**config.mk**
```make
export PLATFORM = sky130hd
export DESIGN_NAME = port_bus_arb
export DESIGN_NICKNAME = d
export VERILOG_FILES = /design/src/rtl/port_bus_arb_pkg.sv /design/src/rtl/port_bus_arb_rr_arb2.sv /design/src/rtl/port_bus_arb.sv
export SDC_FILE = /design/constraint.sdc
export NUM_CORES = 1
export LEC_CHECK = 0
export CAP_MARGIN = 0
export CORE_ASPECT_RATIO = 0.8
export CORE_MARGIN = 1.5
export CORE_UTILIZATION = 36
export DETAILED_ROUTE_END_ITERATION = 7
export PLACE_DENSITY = 0.74
export SYNTH_ARGS = -nofsm -noshare
export SYNTH_HDL_FRONTEND = slang
export SYNTH_SLANG_ARGS = --single-unit
```
**constraint.sdc**
```tcl
create_clock -name clk -period 1 [get_ports clk]
set_input_delay 0.15 -clock clk [delete_from_list [all_inputs] [get_ports clk]]
set_output_delay 0.15 -clock clk [all_outputs]
set_load 0.05 [all_outputs]
```
**src/rtl/port_bus_arb_pkg.sv**
```systemverilog
// Shared definitions for the port bus arbiter: FSM states and port block address map.
package port_bus_arb_pkg;

  typedef enum logic [1:0] {
    ST_IDLE  = 2'd0,
    ST_ISSUE = 2'd1,
    ST_ACK   = 2'd2
  } state_t;

  localparam logic [3:0] ADDR_DIR3  = 4'h3;
  localparam logic [3:0] ADDR_DIR4  = 4'h4;
  localparam logic [3:0] ADDR_DIR5  = 4'h5;
  localparam logic [3:0] ADDR_DIR6  = 4'h6;
  localparam logic [3:0] ADDR_PORT7 = 4'h7;
  localparam logic [3:0] ADDR_PORT8 = 4'h8;
  localparam logic [3:0] ADDR_PORT9 = 4'h9;
  localparam logic [3:0] ADDR_PORTA = 4'ha;

  localparam logic [3:0] WR_LO_DEF = ADDR_DIR3;
  localparam logic [3:0] WR_HI_DEF = ADDR_PORTA;
  localparam logic [3:0] RD_LO_DEF = ADDR_PORT7;

endpackage

```
**src/rtl/port_bus_arb_rr_arb2.sv**
```systemverilog
// Two-way round-robin picker; the pointer names the requester that wins a tie.
module rr_arb2 (
  input  logic       clk,
  input  logic       rst,
  input  logic [1:0] req,
  input  logic       advance,
  output logic [1:0] gnt
);

  logic ptr_reg;

  always_comb begin
    gnt = req;
    if (req[0] && req[1]) begin
      gnt = ptr_reg ? 2'b10 : 2'b01;
    end
  end

  // After any grant the pointer moves to the requester that did not win.
  always_ff @(posedge clk) begin
    if (rst) begin
      ptr_reg <= 1'b0;
    end else if (advance && (gnt != 2'b00)) begin
      ptr_reg <= ~gnt[1];
    end
  end

endmodule

```
**src/rtl/port_bus_arb.sv**
```systemverilog
// Two-requester arbiter/sequencer for the 4-bit port block (IDLE -> ISSUE -> ACK).
// Optional macro PORT_BUS_ARB_ADDR_CHECK_EN suppresses illegal-address accesses and flags err.
module port_bus_arb
  import port_bus_arb_pkg::*;
#(
  parameter int ADDR_W = 4,
  parameter int DATA_W = 4,
  parameter logic [ADDR_W-1:0] WR_LO = ADDR_W'(WR_LO_DEF),
  parameter logic [ADDR_W-1:0] WR_HI = ADDR_W'(WR_HI_DEF),
  parameter logic [ADDR_W-1:0] RD_LO = ADDR_W'(RD_LO_DEF)
) (
  input  logic              clk,
  input  logic              rst,
  input  logic              r0_req,
  input  logic              r0_we,
  input  logic [ADDR_W-1:0] r0_addr,
  input  logic [DATA_W-1:0] r0_wdata,
  output logic              r0_gnt,
  output logic              r0_ack,
  output logic [DATA_W-1:0] r0_rdata,
  output logic              r0_err,
  input  logic              r1_req,
  input  logic              r1_we,
  input  logic [ADDR_W-1:0] r1_addr,
  input  logic [DATA_W-1:0] r1_wdata,
  output logic              r1_gnt,
  output logic              r1_ack,
  output logic [DATA_W-1:0] r1_rdata,
  output logic              r1_err,
  output logic              sync,
  output logic [ADDR_W-1:0] datai,
  output logic [DATA_W-1:0] acci,
  input  logic [DATA_W-1:0] porti_mux
);

`ifdef PORT_BUS_ARB_ADDR_CHECK_EN
  localparam bit ADDR_CHECK = 1'b1;
`else
  localparam bit ADDR_CHECK = 1'b0;
`endif

  state_t state_reg, state_next;

  logic [1:0]        arb_gnt;
  logic              arb_adv;
  logic              sel_id, sel_we, sel_bad;
  logic [ADDR_W-1:0] sel_addr;
  logic [DATA_W-1:0] sel_wdata;

  logic              id_reg, id_next;
  logic              we_reg, we_next;
  logic              bad_reg, bad_next;
  logic              sync_reg, sync_next;
  logic [ADDR_W-1:0] datai_reg, datai_next;
  logic [DATA_W-1:0] acci_reg, acci_next;
  logic [1:0]        gnt_reg, gnt_next;
  logic [1:0]        ack_reg, ack_next;
  logic [1:0]        err_reg, err_next;
  logic [DATA_W-1:0] rdata_reg [2];
  logic [DATA_W-1:0] rdata_next [2];

  assign arb_adv = (state_reg == ST_IDLE);

  rr_arb2 u_arb (
    .clk     (clk),
    .rst     (rst),
    .req     ({r1_req, r0_req}),
    .advance (arb_adv),
    .gnt     (arb_gnt)
  );

  assign sel_id    = arb_gnt[1];
  assign sel_we    = sel_id ? r1_we    : r0_we;
  assign sel_addr  = sel_id ? r1_addr  : r0_addr;
  assign sel_wdata = sel_id ? r1_wdata : r0_wdata;
  // Reads share the upper bound with writes; only the lower bound differs.
  assign sel_bad   = ADDR_CHECK &&
                     (sel_we ? ((sel_addr < WR_LO) || (sel_addr > WR_HI))
                             : ((sel_addr < RD_LO) || (sel_addr > WR_HI)));

  always_comb begin
    state_next = state_reg;
    id_next    = id_reg;
    we_next    = we_reg;
    bad_next   = bad_reg;
    sync_next  = 1'b0;
    datai_next = datai_reg;
    acci_next  = acci_reg;
    gnt_next   = 2'b00;
    ack_next   = 2'b00;
    err_next   = 2'b00;
    rdata_next = rdata_reg;
    case (state_reg)
      ST_IDLE: begin
        if (r0_req || r1_req) begin
          state_next = ST_ISSUE;
          id_next    = sel_id;
          we_next    = sel_we;
          bad_next   = sel_bad;
          datai_next = sel_addr;
          acci_next  = sel_wdata;
          sync_next  = sel_we && !sel_bad;
          gnt_next   = arb_gnt;
        end
      end
      ST_ISSUE: begin
        state_next       = ST_ACK;
        ack_next[id_reg] = 1'b1;
        err_next[id_reg] = bad_reg;
        if (bad_reg) begin
          rdata_next[id_reg] = '0;
        end else if (!we_reg) begin
          rdata_next[id_reg] = porti_mux;
        end
      end
      ST_ACK: begin
        state_next = ST_IDLE;
      end
      default: begin
        state_next = ST_IDLE;
      end
    endcase
  end

  always_ff @(posedge clk) begin
    if (rst) begin
      state_reg    <= ST_IDLE;
      id_reg       <= 1'b0;
      we_reg       <= 1'b0;
      bad_reg      <= 1'b0;
      sync_reg     <= 1'b0;
      datai_reg    <= '0;
      acci_reg     <= '0;
      gnt_reg      <= 2'b00;
      ack_reg      <= 2'b00;
      err_reg      <= 2'b00;
      rdata_reg[0] <= '0;
      rdata_reg[1] <= '0;
    end else begin
      state_reg    <= state_next;
      id_reg       <= id_next;
      we_reg       <= we_next;
      bad_reg      <= bad_next;
      sync_reg     <= sync_next;
      datai_reg    <= datai_next;
      acci_reg     <= acci_next;
      gnt_reg      <= gnt_next;
      ack_reg      <= ack_next;
      err_reg      <= err_next;
      rdata_reg[0] <= rdata_next[0];
      rdata_reg[1] <= rdata_next[1];
    end
  end

  assign sync     = sync_reg;
  assign datai    = datai_reg;
  assign acci     = acci_reg;
  assign r0_gnt   = gnt_reg[0];
  assign r1_gnt   = gnt_reg[1];
  assign r0_ack   = ack_reg[0];
  assign r1_ack   = ack_reg[1];
  assign r0_err   = err_reg[0];
  assign r1_err   = err_reg[1];
  assign r0_rdata = rdata_reg[0];
  assign r1_rdata = rdata_reg[1];

endmodule

```
==> flow_metrics.py, run 1 <==
metrics = {
    "sta": {
        "final_max_slew_viol_count": 0,
        "fin_crit_sh_pct": 114,
        "setup_viol": 22,
        "rsz0062_at_grt": "true",
        "final.setup_skew_ns": 0.00181,
        "setup_slack_ns": -0.143,
        "max_freq_mhz": 875,
        "finalCriticalPeriod_ns": 1.14,
        "hold_viol_final": 0,
    },
    "power": {
        "clockPowerShare_pct": 20.4,
        "p_seq_share_pct": 43.2,
        "p_sw_mw": 0.896,
        "total_leakage_power_nw": 0.768,
        "p_int_mw": 1.91,
        "switching_share_pct": 31.9,
        "ir_drop_v": 0.000867,
        "combPwrFrac_pct": 36.4,
        "p_per_area_nw_per_um2": 1390,
        "finalPower_mw": 2.81,
    },
    "grt": {
        "grt_busiest_layer": "met2",
        "grt.met3_usage_pct": 3.90,
        "gr-usage-met1_pct": 25.0,
        "antenna_found_initial": 0,
        "grt_pass1_wl_um": 5180,
        "overflow": 0,
        "grt_util_all_layers_pct": 21.0,
        "grt_pass1_vias": 1107,
        "met2_usage_pct": 38.1,
        "grt_max_degree": 14,
    },
    "final_layout": {
        "fill_cells": 197,
        "fin_cells": 209,
        "drive_gt1_share_pct": 40.4,
        "nNetsFinal": 199,
        "diodes": 0,
        "area_growth_syn_to_layout_pct": 89.5,
    },
    "worst_hold_path": {
        "hp-class": "in2reg",
        "holdPathStages": 3,
        "worstHoldStart": "r0_addr[0]",
        "min_to": "datai[0]",
    },
    "floorplanning": {
        "die_w_um": 63.8,
        "io_pins": 49,
        "die_area_um2": 3290,
        "rows": 17,
        "start_util_pct": 38.2,
        "die_y_um": 51.6,
        "core-area_um2": 2790,
    },
    "placed_design": {
        "finalWeightedCongestion": 0.843,
        "io_buffers": 46,
        "placed_cells": 202,
        "place_hpwl_um": 2450,
    },
    "synthesis": {
        "seq_area_frac_synth_pct": 48.9,
        "syn_area_per_cell_um2": 9.41,
        "yosysUniqueCellTypes": 26,
        "ys_ff_latch": 26,
        "synthCells": 113,
        "syn_area_um2": 1060,
        "yosysWarnings": 0,
    },
    "outcome": {
        "violations": "negative setup slack",
        "status": "finished with violations",
    },
    "route": {
        "vias": 1115,
        "drt-total-wl_um": 3270,
        "firstDrtPassIters": 4,
        "first_iter_violations": 27,
        "postRouteAntennaNets": 0,
        "routedWlPerCell_um": 15.6,
        "drc": 0,
        "detail_route.vias_per_cell": 5.33,
    },
    "critical_path": {
        "r2r-start": "state_reg[1]",
        "start_kind": "flop",
        "r2r_cells": 4,
        "path_max_fanout": 6,
        "crit_start": "state_reg[1]",
        "crit_arrival_ns": 1.31,
        "path_cells": "nor4b_4 > buf_4 > mux2i_1 > nor2_1",
        "r2r_end": "r0_rdata[1]",
        "cpMaxStageDelayCell": "dfxtp_4",
        "critPathCaptureType": "flop",
        "critical_path_class": "reg2reg",
        "rrSetupSlack_ns": -0.14,
        "cpPeakStageDelay_ns": 0.38,
        "cp_data_required_time_ns": 1.17,
    },
    "clocking": {
        "clock_path_buffers": 2,
        "clk_latency_ns": 0.27,
        "cts_root_buffer": "clkbuf_8",
        "htreeDepth": 1,
        "numCtsBuffers": 3,
        "cts.sinks": 26,
        "cts.clk_slew.worst_paths_ns": 0.08,
        "hold_buffers": 0,
        "cts_tree": "done",
    },
    "job": {
        "maxCapViolations": 0,
    },
}
==> stage by stage <==
stage	hold slack, ns	setup WS (ns)	instance area [um^2]	utilization [%]	TNS, ns
floorplan	0.297	-0.105	1080	-	-0.989
global placement	0.490	-0.497	1840	66.1	-7.66
detailed placement	0.501	-0.568	1840	66.1	-8.48
CTS	0.469	-0.135	1960	70.4	-1.61
global route	0.466	-0.212	2020	72.3	-3.00
finish	0.470	-0.143	2020	72.3	-1.68
==> cell usage in the layout (no fill, tap or decap), types with 3 or more instances in the layout <==
cell type        synthesis  layout
clkdlybuf4s50_1          0      23
buf_6                    0       5
o21ai_2                  0       3
buf_4                    3      13
mux2i_1                  8       8
a311oi_2                 0       3
clkbuf_8                 0       3
nor2_1                  12      10
buf_12                   0      21
a311oi_1                 9       6
nand3_1                 10      10
dfxtp_1                 26      17
a21oi_1                 11      11
o21ai_1                  0       6
dfxtp_2                  0       7
==> Yosys cell counts <==
master | count | share of area (%)
or2b_2 | 1 | 0.82
inv_1 | 1 | 0.35
nand3_1 | 10 | 4.7
nand2b_1 | 1 | 0.59
buf_2 | 2 | 0.94
nand2_1 | 2 | 0.71
o31ai_1 | 1 | 0.71
nor3b_1 | 2 | 1.4
nor3_1 | 2 | 0.94
or2_2 | 1 | 0.59
dfxtp_1 | 26 | 49
and2b_1 | 1 | 0.71
buf_4 | 3 | 2.1
a211oi_1 | 1 | 0.71
clkbuf_2 | 1 | 0.47
conb_1 | 1 | 0.35
and2_1 | 1 | 0.59
a21oi_1 | 11 | 5.2
nor2_1 | 12 | 4.2
mux2i_1 | 8 | 7.5
nor4b_4 | 1 | 2.2
and4bb_2 | 1 | 1.2
nor3_2 | 1 | 0.94
o21ai_0 | 9 | 4.2
clkbuf_1 | 4 | 1.4
a311oi_1 | 9 | 7.4
==> how the worst max path moves through the flow <==
stage,end,slack (ns),cells past startpoint
after floorplan,r0_rdata[0],-0.10,3
after global placement,we_reg,-0.50,4
after detailed placement,we_reg,-0.57,4
after CTS,r0_rdata[0],-0.13,4
after global routing,r0_rdata[0],-0.21,4
final,r0_rdata[1],-0.14,4
==> layout make-up <==
type                    instances  area [um^2]  area share, %
clock buffers                   3         41.3           2.05
inverters                       1         3.75          0.186
multi-input cells              77          564           28.0
flip-flops and latches         26          537           26.6
well taps                      38         47.5           2.36
repair buffers                 64          822           40.8
==> per-layer routing <==
| layer | up-vias | share of wire (%) |
|---|---|---|
| li1 | 525 | - |
| met1 | 553 | 42 |
| met2 | 30 | 53 |
| met3 | 7 | 3.6 |
| met4 | 0 | 1.7 |
| met5 | - | 0 |
==> cells by family (layout without fill, tap and decap cells) <==
family	Yosys count	in the layout	share of synthesized area [%]
AOI/OAI and AO/OA	31	31	18.2
buffers and inverters	11	68	5.29
DFF	26	26	48.9
other	1	2	0.353
and+or+nand+nor	36	36	19.6
muxes	8	8	7.53
==> power groups by stage <==
| stage | sequential (mW) | combinational [mW] | clock, mW |
|---|---|---|---|
| global placement | 1.23 | 0.890 | 0 |
| finish | 1.21 | 1.02 | 0.573 |
| CTS | 1.21 | 0.971 | 0.586 |
| global route | 1.22 | 1.06 | 0.643 |
| detailed placement | 1.23 | 0.912 | 0 |
| floorplan | 1.40 | 0.251 | 0 |
==> timing repair <==
item / 4_1_cts / 5_1_grt
setup endpoints to repair: 24 / 28
buffers inserted: 4 / 0
resized for setup: 24 / 16
pin swaps: 10 / 3
==> worst max-delay path, delay by kind of cell (launching register included) <==
family        cells  cell delay [ns]
buf+inv           1             0.18
mux               1             0.19
flops             1             0.38
simple gates      2             0.30
Note: power is estimated with default switching activity, not from simulation.
==> inputs of run 2 (changes only) <==
CORE_MARGIN = unset   (was 1.5)
==> flow_metrics.py, run 2 (synthesis results as in run 1) <==
metrics = {
    "power": {
        "clockPowerShare_pct": 27.5,
        "switching_share_pct": 29.5,
        "combPwrFrac_pct": 33.1,
        "finalPower_mw": 3.10,
        "p_int_mw": 2.18,
        "p_per_area_nw_per_um2": 1510,
        "ir_drop_v": 0.00100,
        "p_sw_mw": 0.915,
        "total_leakage_power_nw": 0.794,
        "p_seq_share_pct": 39.4,
    },
    "critical_path": {
        "crit_arrival_ns": 1.38,
        "r2r-start": "state_reg[1]",
        "crit_buf_inv": 1,
        "path_cells": "nor4b_4 > buf_4 > mux2i_1 > nor2_1",
        "r2r_cells": 4,
        "cp_data_required_time_ns": 1.16,
        "start_kind": "flop",
        "critical_path_class": "reg2reg",
        "cpMaxStageDelayCell": "dfxtp_4",
        "critPathCaptureType": "flop",
        "cp_top_family": "flip-flops",
        "cpPeakStageDelay_ns": 0.38,
        "crit_start": "state_reg[1]",
        "path_max_fanout": 5,
        "worst-path-stages": 4,
    },
    "placed_design": {
        "place_hpwl_um": 2350,
        "pre_cts_ws_ns": -0.668,
        "io_buffers": 46,
        "finalWeightedCongestion": 0.833,
        "dpl_cell_area_um2": 1840,
    },
    "sta": {
        "max_freq_mhz": 817,
        "setup_slack_ns": -0.223,
        "hold_viol_final": 0,
        "final_max_slew_viol_count": 0,
        "setup_viol": 25,
        "finalCriticalPeriod_ns": 1.22,
        "final.setup_skew_ns": 0.00299,
        "whs_ns": 0.471,
        "rsz0062_at_grt": "true",
        "setup_tns_ns": -3.75,
        "fin_crit_sh_pct": 122,
    },
    "floorplanning": {
        "die_y_um": 50.6,
        "die_w_um": 62.8,
        "core-area_um2": 2790,
        "io_pins": 49,
        "start_util_pct": 38.2,
        "die_area_um2": 3180,
        "rows": 17,
    },
    "worst_hold_path": {
        "hp-class": "in2reg",
        "holdPathStages": 3,
        "worstHoldStart": "r0_addr[2]",
    },
    "final_layout": {
        "nNetsFinal": 201,
        "layout_commonest_cell": "clkdlybuf4s50_1",
        "multi_input_area_um2": 546,
        "diodes": 0,
        "stdcell_area_um2": 2050,
        "register_area_um2": 539,
        "area_growth_syn_to_layout_pct": 92.6,
        "fill_cells": 186,
        "drive_gt1_share_pct": 40.2,
        "mostFrequentLayoutCells": "clkdlybuf4s50_1 (23), buf_12 (21), dfxtp_1 (15)",
    },
    "clocking": {
        "htreeDepth": 1,
        "cts_root_buffer": "clkbuf_8",
        "cts_tree": "done",
        "cts.clk_slew.worst_paths_ns": 0.09,
        "cts.sinks": 26,
        "clk_latency_ns": 0.27,
        "numCtsBuffers": 3,
        "clock_path_buffers": 2,
    },
    "outcome": {
        "violations": "negative setup slack",
        "status": "finished with violations",
    },
    "route": {
        "vias": 1168,
        "first_iter_violations": 52,
        "drc": 0,
        "postRouteAntennaNets": 0,
        "firstDrtPassIters": 4,
        "detail_route.vias_per_cell": 5.51,
        "drt-total-wl_um": 3570,
        "routedWlPerCell_um": 16.8,
    },
    "grt": {
        "grt_util_all_layers_pct": 23.2,
        "grt_pass1_wl_um": 5580,
        "grt_max_degree": 22,
        "antenna_found_initial": 0,
        "grt_pass1_vias": 1197,
        "overflow": 0,
    },
    "job": {
        "maxCapViolations": 0,
    },
}
==> run 2: worst min-delay path: cells and delay by family <==
kind | cells | cell delay [ns]
buffers and inverters | 1 | 0.40
AOI/OAI and AO/OA | 2 | 0.14
==> run 2: per-stage QoR <==
stage,util (%),std cells
2_1_floorplan,-,114
3_3_place_gp,65.9,201
3_5_place_dp,65.9,201
4_1_cts,72.4,211
5_1_grt,73.5,212
6_report,73.5,212
==> run 2: what timing repair did <==
action,4_1_cts,5_1_grt
gates cloned,0,1
gates resized for setup,27,12
hold buffers,0,0
endpoints found under the hold margin,0,0
endpoints found under the setup margin,24,33
setup buffers,6,1
pin swaps,10,5
==> run 2: path summary, 6_finish.rpt <==
| check | to | slack, ns |
|---|---|---|
| max | r0_rdata[1] | -0.22 |
| min reg2reg | u_arb.ptr_reg | 0.54 |
| max reg2reg | r0_rdata[1] | -0.22 |
| min | datai[2] | 0.47 |
==> run 2: power by group through the flow <==
stage	clock, mW	combinational [mW]	sequential, mW
global placement	0	0.886	1.23
CTS	0.863	0.986	1.21
global route	0.907	1.07	1.23
floorplan	0	0.251	1.40
detailed placement	0	0.908	1.23
finish	0.852	1.03	1.22
==> run 2: cell type report <==
class / instances / share of cell area [%]
well taps: 38 / 2.32
inverters: 1 / 0.183
clock inverters: 1 / 1.47
repair buffers: 66 / 41.1
multi-input cells: 77 / 26.6
clock buffers: 3 / 2.02
flip-flops and latches: 26 / 26.3
==> run 2: metal layers <==
metal  part of all wire (%)  GRT usage (%)  vias to the layer above
met5                      0              0                        -
met4                    2.0           10.1                        0
met3                    6.9           5.00                        8
met2                     52           43.7                       57
met1                     39           25.1                      572
li1                       -              -                      531
==> inputs of run 3 (changes only) <==
SLEW_MARGIN = 20   (was unset)
==> results of run 3 <==
Final layout, timing and power as in run 2 (identical DEF).
